<file path="src/rtl/vector_load_buffer.sv">
// vector_load_buffer
//
// Upstream feeder for the reduction ALU. Collects signed elements from a
// valid/ready stream into an N-entry vector. A vector closes on an accepted
// beat with in_last, or on the beat that fills entry N-1. Entries that
// received no element read 0. The block then pulses set for one cycle and
// holds the vector stable until the reducer reports alu_done, so only one
// reduction is ever in flight.
//
// Ports:
//   clk       rising-edge clock
//   rst       synchronous, active-high reset
//   in_data   signed element, BITS wide
//   in_valid  in_data is valid
//   in_last   final element of the vector (sampled on accepted beats only)
//   in_ready  element accepted this cycle (decoded from state and rst)
//   vec_out   assembled vector, N entries of BITS, index 0..N-1
//   count     number of real (non-pad) elements, $clog2(N)+1 bits
//   set       one-cycle start pulse to the reducer
//   alu_done  reducer completion flag
//   busy      a vector is issued and not yet reduced
module vector_load_buffer #(
  parameter int BITS = 8,
  parameter int N    = 64
) (
  input  logic                   clk,
  input  logic                   rst,
  input  logic signed [BITS-1:0] in_data,
  input  logic                   in_valid,
  input  logic                   in_last,
  output logic                   in_ready,
  output logic signed [BITS-1:0] vec_out [N],
  output logic [$clog2(N):0]     count,
  output logic                   set,
  input  logic                   alu_done,
  output logic                   busy
);

  localparam int CW = $clog2(N) + 1;

  typedef enum logic [1:0] {
    S_FILL  = 2'd0,
    S_ISSUE = 2'd1,
    S_WAIT  = 2'd2
  } state_t;

  state_t state;
  state_t state_nx;
  logic   accept;
  logic   final_beat;
  logic   clear;

  // Next-state and in_ready decode. alu_done is deliberately not looked at
  // in S_ISSUE: it can still be high from the previous reduction, and the
  // reducer only drops it on the set edge.
  always_comb begin
    state_nx   = state;
    in_ready   = 1'b0;
    accept     = 1'b0;
    final_beat = 1'b0;
    clear      = 1'b0;
    case (state)
      S_FILL: begin
        in_ready   = !rst;
        accept     = in_valid && !rst;
        final_beat = in_last || (count == CW'(N - 1));
        if (accept && final_beat) begin
          state_nx = S_ISSUE;
        end
      end
      S_ISSUE: begin
        state_nx = S_WAIT;
      end
      S_WAIT: begin
        if (alu_done) begin
          state_nx = S_FILL;
          clear    = 1'b1;
        end
      end
      default: begin
        state_nx = S_FILL;
      end
    endcase
  end

  // State, control outputs and vector storage. set and busy are registered
  // from the next state so they line up with the ISSUE/WAIT cycles. Each
  // element lands in the entry indexed by the current count, so the vector
  // and count are final on the same edge that moves to ISSUE.
  always_ff @(posedge clk) begin
    if (rst) begin
      state <= S_FILL;
      set   <= 1'b0;
      busy  <= 1'b0;
      count <= '0;
      for (int k = 0; k < N; k++) begin
        vec_out[k] <= '0;
      end
    end else begin
      state <= state_nx;
      set   <= (state_nx == S_ISSUE);
      busy  <= (state_nx != S_FILL);
      if (clear) begin
        count <= '0;
        for (int k = 0; k < N; k++) begin
          vec_out[k] <= '0;
        end
      end else if (accept) begin
        count <= count + CW'(1);
        for (int k = 0; k < N; k++) begin
          if (count == CW'(k)) begin
            vec_out[k] <= in_data;
          end
        end
      end
    end
  end

endmodule
</file>
<file path="config.mk">
export PLATFORM = sky130hd
export DESIGN_NAME = vector_load_buffer
export DESIGN_NICKNAME = d
export VERILOG_FILES = /design/src/rtl/vector_load_buffer.sv
export SDC_FILE = /design/constraint.sdc
export NUM_CORES = 1
export LEC_CHECK = 0
export CAP_MARGIN = 0
export CORE_MARGIN = 8
export CORE_UTILIZATION = 40
export CTS_CLUSTER_DIAMETER = 120
export CTS_CLUSTER_SIZE = 12
export DETAILED_ROUTE_END_ITERATION = 7
export GPL_TIMING_DRIVEN = 0
export PLACE_DENSITY = 0.8
export SETUP_SLACK_MARGIN = 0.05
export SYNTH_ARGS = -nofsm -noshare
export SYNTH_HDL_FRONTEND = slang
export SYNTH_SLANG_ARGS = --single-unit
</file>
<file path="constraint.sdc">
create_clock -name clk -period 1.94 [get_ports clk]
set_input_delay 0.388 -clock clk [delete_from_list [all_inputs] [get_ports clk]]
set_output_delay 0.388 -clock clk [all_outputs]
set_load 0.01 [all_outputs]
</file>
Word-level counts from Yosys, hierarchy flattened
Cells that the tools add are included.

storage, ports and cells
  flip-flop bits (word level) = 523
  input bits = 13
  output and inout bits = 522
  logic and storage cells = 214

operators by class
  add/subtract/negate cells = 1
  equality and inequality tests = 66
  muxes and demuxes = 7
  reduce and logical (&&, ||, !) cells = 72

operators by type and width
  operator               count
  $eq A7 B6 Y1 const B   32
  $reduce_and A2 Y1      64
  $eq A7 B5 Y1 const B   16
  $eq A7 B4 Y1 const B   8
  $eq A7 B3 Y1 const B   4
  $eq A7 B2 Y1 const B   2
  $add A7 B1 Y7 const B  1
  $eq A7 B1 Y1 const B   1
  $logic_not A7 Y1       1
  $pmux W2 S3            1
  $eq A2 B1 Y1 const B   2
  $mux W1                4
  $mux W2                2
  $eq A2 B2 Y1 const B   1
  $logic_and A1 B1 Y1    2
  $logic_not A2 Y1       1
  $reduce_bool A2 Y1     1
  $reduce_or A2 Y1       1
  $logic_not A1 Y1       1
  $logic_or A1 B1 Y1     1

Depth between registers and ports, before layout
  word-level depth = 6
  mapped depth = 6
  gate-level depth less buffers = 4

Worst setup path after synthesis
Ideal clock, no wire load.

  path kind = reg-to-reg
  from = register count[1]
  to = register vec_out[140] in the netlist's numbering
  setup time = 0.132 ns
  arrival = 1.775 ns
  required time = 1.808 ns
  setup slack = 0.033 ns
  stages on the path, launching flop included = 6
  cell sequence = dfxtp_1 -> ha_1 -> clkbuf_1 -> buf_2 -> nand4_2 -> mux2i_1

between the ends
  longest elaborated chain between the ends = 2

RTL lines
  element                         line  text
  start: declaration              33    output logic [$clog2(N):0] count,
  start signal: assignment        109   count <= count + CW'(1);
  $eq A7 B6 Y1                    111   if (count == CW'(k)) begin
  $reduce_and A2 Y1 (no line)     -
  end signal: indexed assignment  112   vec_out[k] <= in_data;
  end: declaration                32    output logic signed [BITS-1:0] vec_out [N],

Every way passes these cells.
A chain may end at the register's enable or synchronous reset.

Worst setup path after layout
  from = input port in_data[0]
  to = register vec_out[208] in the netlist's numbering

RTL lines
  element             line  text
  start: declaration  28    input logic signed [BITS-1:0] in_data,

No word-level cell between the ends.

==> out/metrics.csv <==
stage;metric;value;unit
outcome;run_status;complete, no violations;
worst_setup_path;cp-start-kind;input pin;
worst_setup_path;rr_startpoint;state[1]$_SDFF_PP0_;
clock_tree;root_buffer;clkbuf_16;
layout;drive_gt1_frac;0.1143;
global_route;grt_first_pass_wirelength;118.9;mm
sta;final-setup-viol-count;0;
synthesis;async_flop_share;0;
global_route;grt_antenna_before_repair;3;
sta;clock_skew;0.03313;ns
worst_setup_path;reg2regPathDepth;7;
route;viasPerCell;5.641;
clock_tree;ctsHtreeMaxLevel;2;
sta;final.period_utilization;0.9742;
pwr;p_total;20530;µW
hold_path;min_from;rst;
pwr;p_leak;0.01718;µW
global_route;grt-ovfl-total;0;
synthesis;synth_area_leaders;dfxtp_1 51%, mux2i_1 25%, nand3_1 13%;
route;drt_iter0_markers;1075;
synthesis;synth-seq-area-share;0.5118;
pwr;power_density;713.6;mW/mm²
route;remaining_drc_errors;0;
place;gp_congestion;0.8683;
synthesis;netlist.area_leader.share;0.5118;
sta;fmax;0.5291;GHz
clock_tree;holdBufCountCts;0;
synthesis;synth_top_flop_cell;dfxtp_1;
global_route;gr-usage-all-layers;0.2635;
synthesis;synth_edf_count;0;
sta;tightest_slew;1.001;ns
route;dr.pass1.iters;5;
die;coreArea;0.05099;mm²
synthesis;synth_cells;1880;
sta;finalHoldViolations;0;
global_route;grt_pass1_vias;18171;
clock_tree;clk_latency;0.61;ns
worst_setup_path;setup.worst_path.start;in_data[0];
clock_tree;clk_pin_slew_worst_paths;0.06;ns
synthesis;syn_avg_cell_area;10.88;µm²
sta;tns;0;ns
synthesis;synth.distinct_cells;38;
layout;area_growth;40.61;%
clock_tree;cts_buffer_depth;3;
die;die_h;242.1;µm
place;pre_cts_ws;-1.542;ns
route;vias;17876;
sta;drv_slew;0;
worst_setup_path;rrSetupSlack;0.10;ns
die;start_util;0.4012;
synthesis;netlist_area;0.02046;mm²
synthesis;yosysWarningCount;0;
worst_setup_path;crit_arrival;2.38;ns
synthesis;ys_ff_latch;523;
route;drt_wl_total;82.46;mm
die;fp.dieW;242.1;µm
route;wl_per_cell;26.02;µm
clock_tree;cts_buffers;49;
sta;relSlewSlack;0.3326;
worst_setup_path;crit_type;in -> reg;
synthesis;synth_nets;1897;
place;io_buffers;534;
worst_setup_path;cp_max_fo;10;
sta;worst_slack;0.04999;ns
route;ant_nets;0;
sta;rsz0062_at_grt;true;
hold_path;hold_class;in -> reg;
clock_tree;cts_tree;yes;
synthesis;synthTopCellsByCount;523 x dfxtp_1, 523 x nand3_1, 513 x mux2i_1;
worst_setup_path;endpoint_kind;register;
die;dieArea;0.05863;mm²
die;num_io_pins;535;
clock_tree;clock_sinks;523;
sta;fin_crit;1.890;ns
pwr;ir_drop;0.7130;mV
flow_run;drv_cap;0;
layout;nets;2500;
hold_path;min_to;state[1]$_SDFF_PP0_;
worst_setup_path;critPathRequiredTime;2.43;ns
die;rows;83;
global_route;grt_max_degree;13;
worst_setup_path;reg2reg_to;vec_out[374]$_SDFFE_PP0P_;
hold_path;whs_path_depth;2;
synthesis;yosys.area.top_type;dfxtp_1;
place;post-dp-hpwl;59.97;mm
==> where the power goes <==
group,internal [µW],total (µW),switching (µW)
registers,10800,10800,24.9
logic,273,1120,847
clock network,4610,8620,4010
==> cell type report <==
cell class | instances | area, µm²
timing repair buffer | 553 | 5374
clock inverter | 2 | 16.27
fill | 4351 | 22230
sequential | 523 | 10480
inverter | 12 | 47.55
tap | 680 | 850.8
antenna | 4 | 10.01
clock buffer | 51 | 1276
multi-input combinational | 1150 | 9560
buffer | 194 | 1147
==> worst max-delay path by stage <==
stage,end,slack [ns],cells after the start
floorplan,vec_out[148]$_SDFFE_PP0P_,0.12,5
global placement,vec_out[332]$_SDFFE_PP0P_,-1.48,6
detailed placement,vec_out[132]$_SDFFE_PP0P_,-1.54,6
CTS,vec_out[105],0.04,1
global route,vec_out[368]$_SDFFE_PP0P_,0.007,7
finish,vec_out[208]$_SDFFE_PP0P_,0.05,4
==> per-layer routing <==
metal / up-vias / wire, µm / global-route usage
li1: 7974 / - / -
met1: 8891 / 31950 / 0.3022
met2: 806 / 39280 / 0.4457
met3: 203 / 6905 / 0.07903
met4: 2 / 4317 / 0.1258
met5: - / 11 / 0
==> critical path: stages <==
cell             delay (ns)
clkdlybuf4s50_1        0.53
clkinv_1               0.58
clkbuf_1               0.57
mux2i_1                0.30
==> kinds of logic after synthesis <==
family	count (synthesis)	synth area share
multiplexers	513	0.2510
AND/OR/NAND/NOR	620	0.1872
flip-flops	523	0.5118
buffers and inverters	207	0.04391
adder cells (fa/ha/maj)	4	0.002447
AO/OA/AOI/OAI	13	0.003609
==> cells in the final DEF (no fill, tap or decap), drive strengths merged, types with 3 or more instances in the layout <==
cell,count
a21oi,7
buf,58
clkbuf,209
clkdlybuf4s50,77
clkinv,6
dfxtp,523
diode,4
dlygate4sd2,352
dlymetal6s2s,101
ha,4
inv,7
mux2i,513
nand2,7
nand3,523
nand4,65
nor2,3
nor3,3
nor3b,4
==> registers in the layout, indices dropped and copies added, names as in the netlist <==
register / cells
count: 7
busy: 1
set: 1
state: 2
vec_out: 512
==> per-stage QoR <==
stage,utilization,area [µm²],hold WS [ns],cells
after floorplan,-,20460,0.4658,1880
after global placement,0.5228,26660,0.4564,3094
after detailed placement,0.5228,26660,0.4628,3094
after CTS,0.5559,28350,0.4676,3160
after global routing,0.5640,28760,0.2621,3167
final,0.5641,28770,0.2518,3169
==> repair_timing <==
| item | CTS | global route |
|---|---|---|
| gates resized for setup | 534 | 157 |
| pin swaps | 10 | 16 |
| setup endpoints to repair | 891 | 464 |
| buffers inserted | 13 | 5 |
| gates cloned | 1 | 1 |
Note: power is estimated with default switching activity, not from simulation.
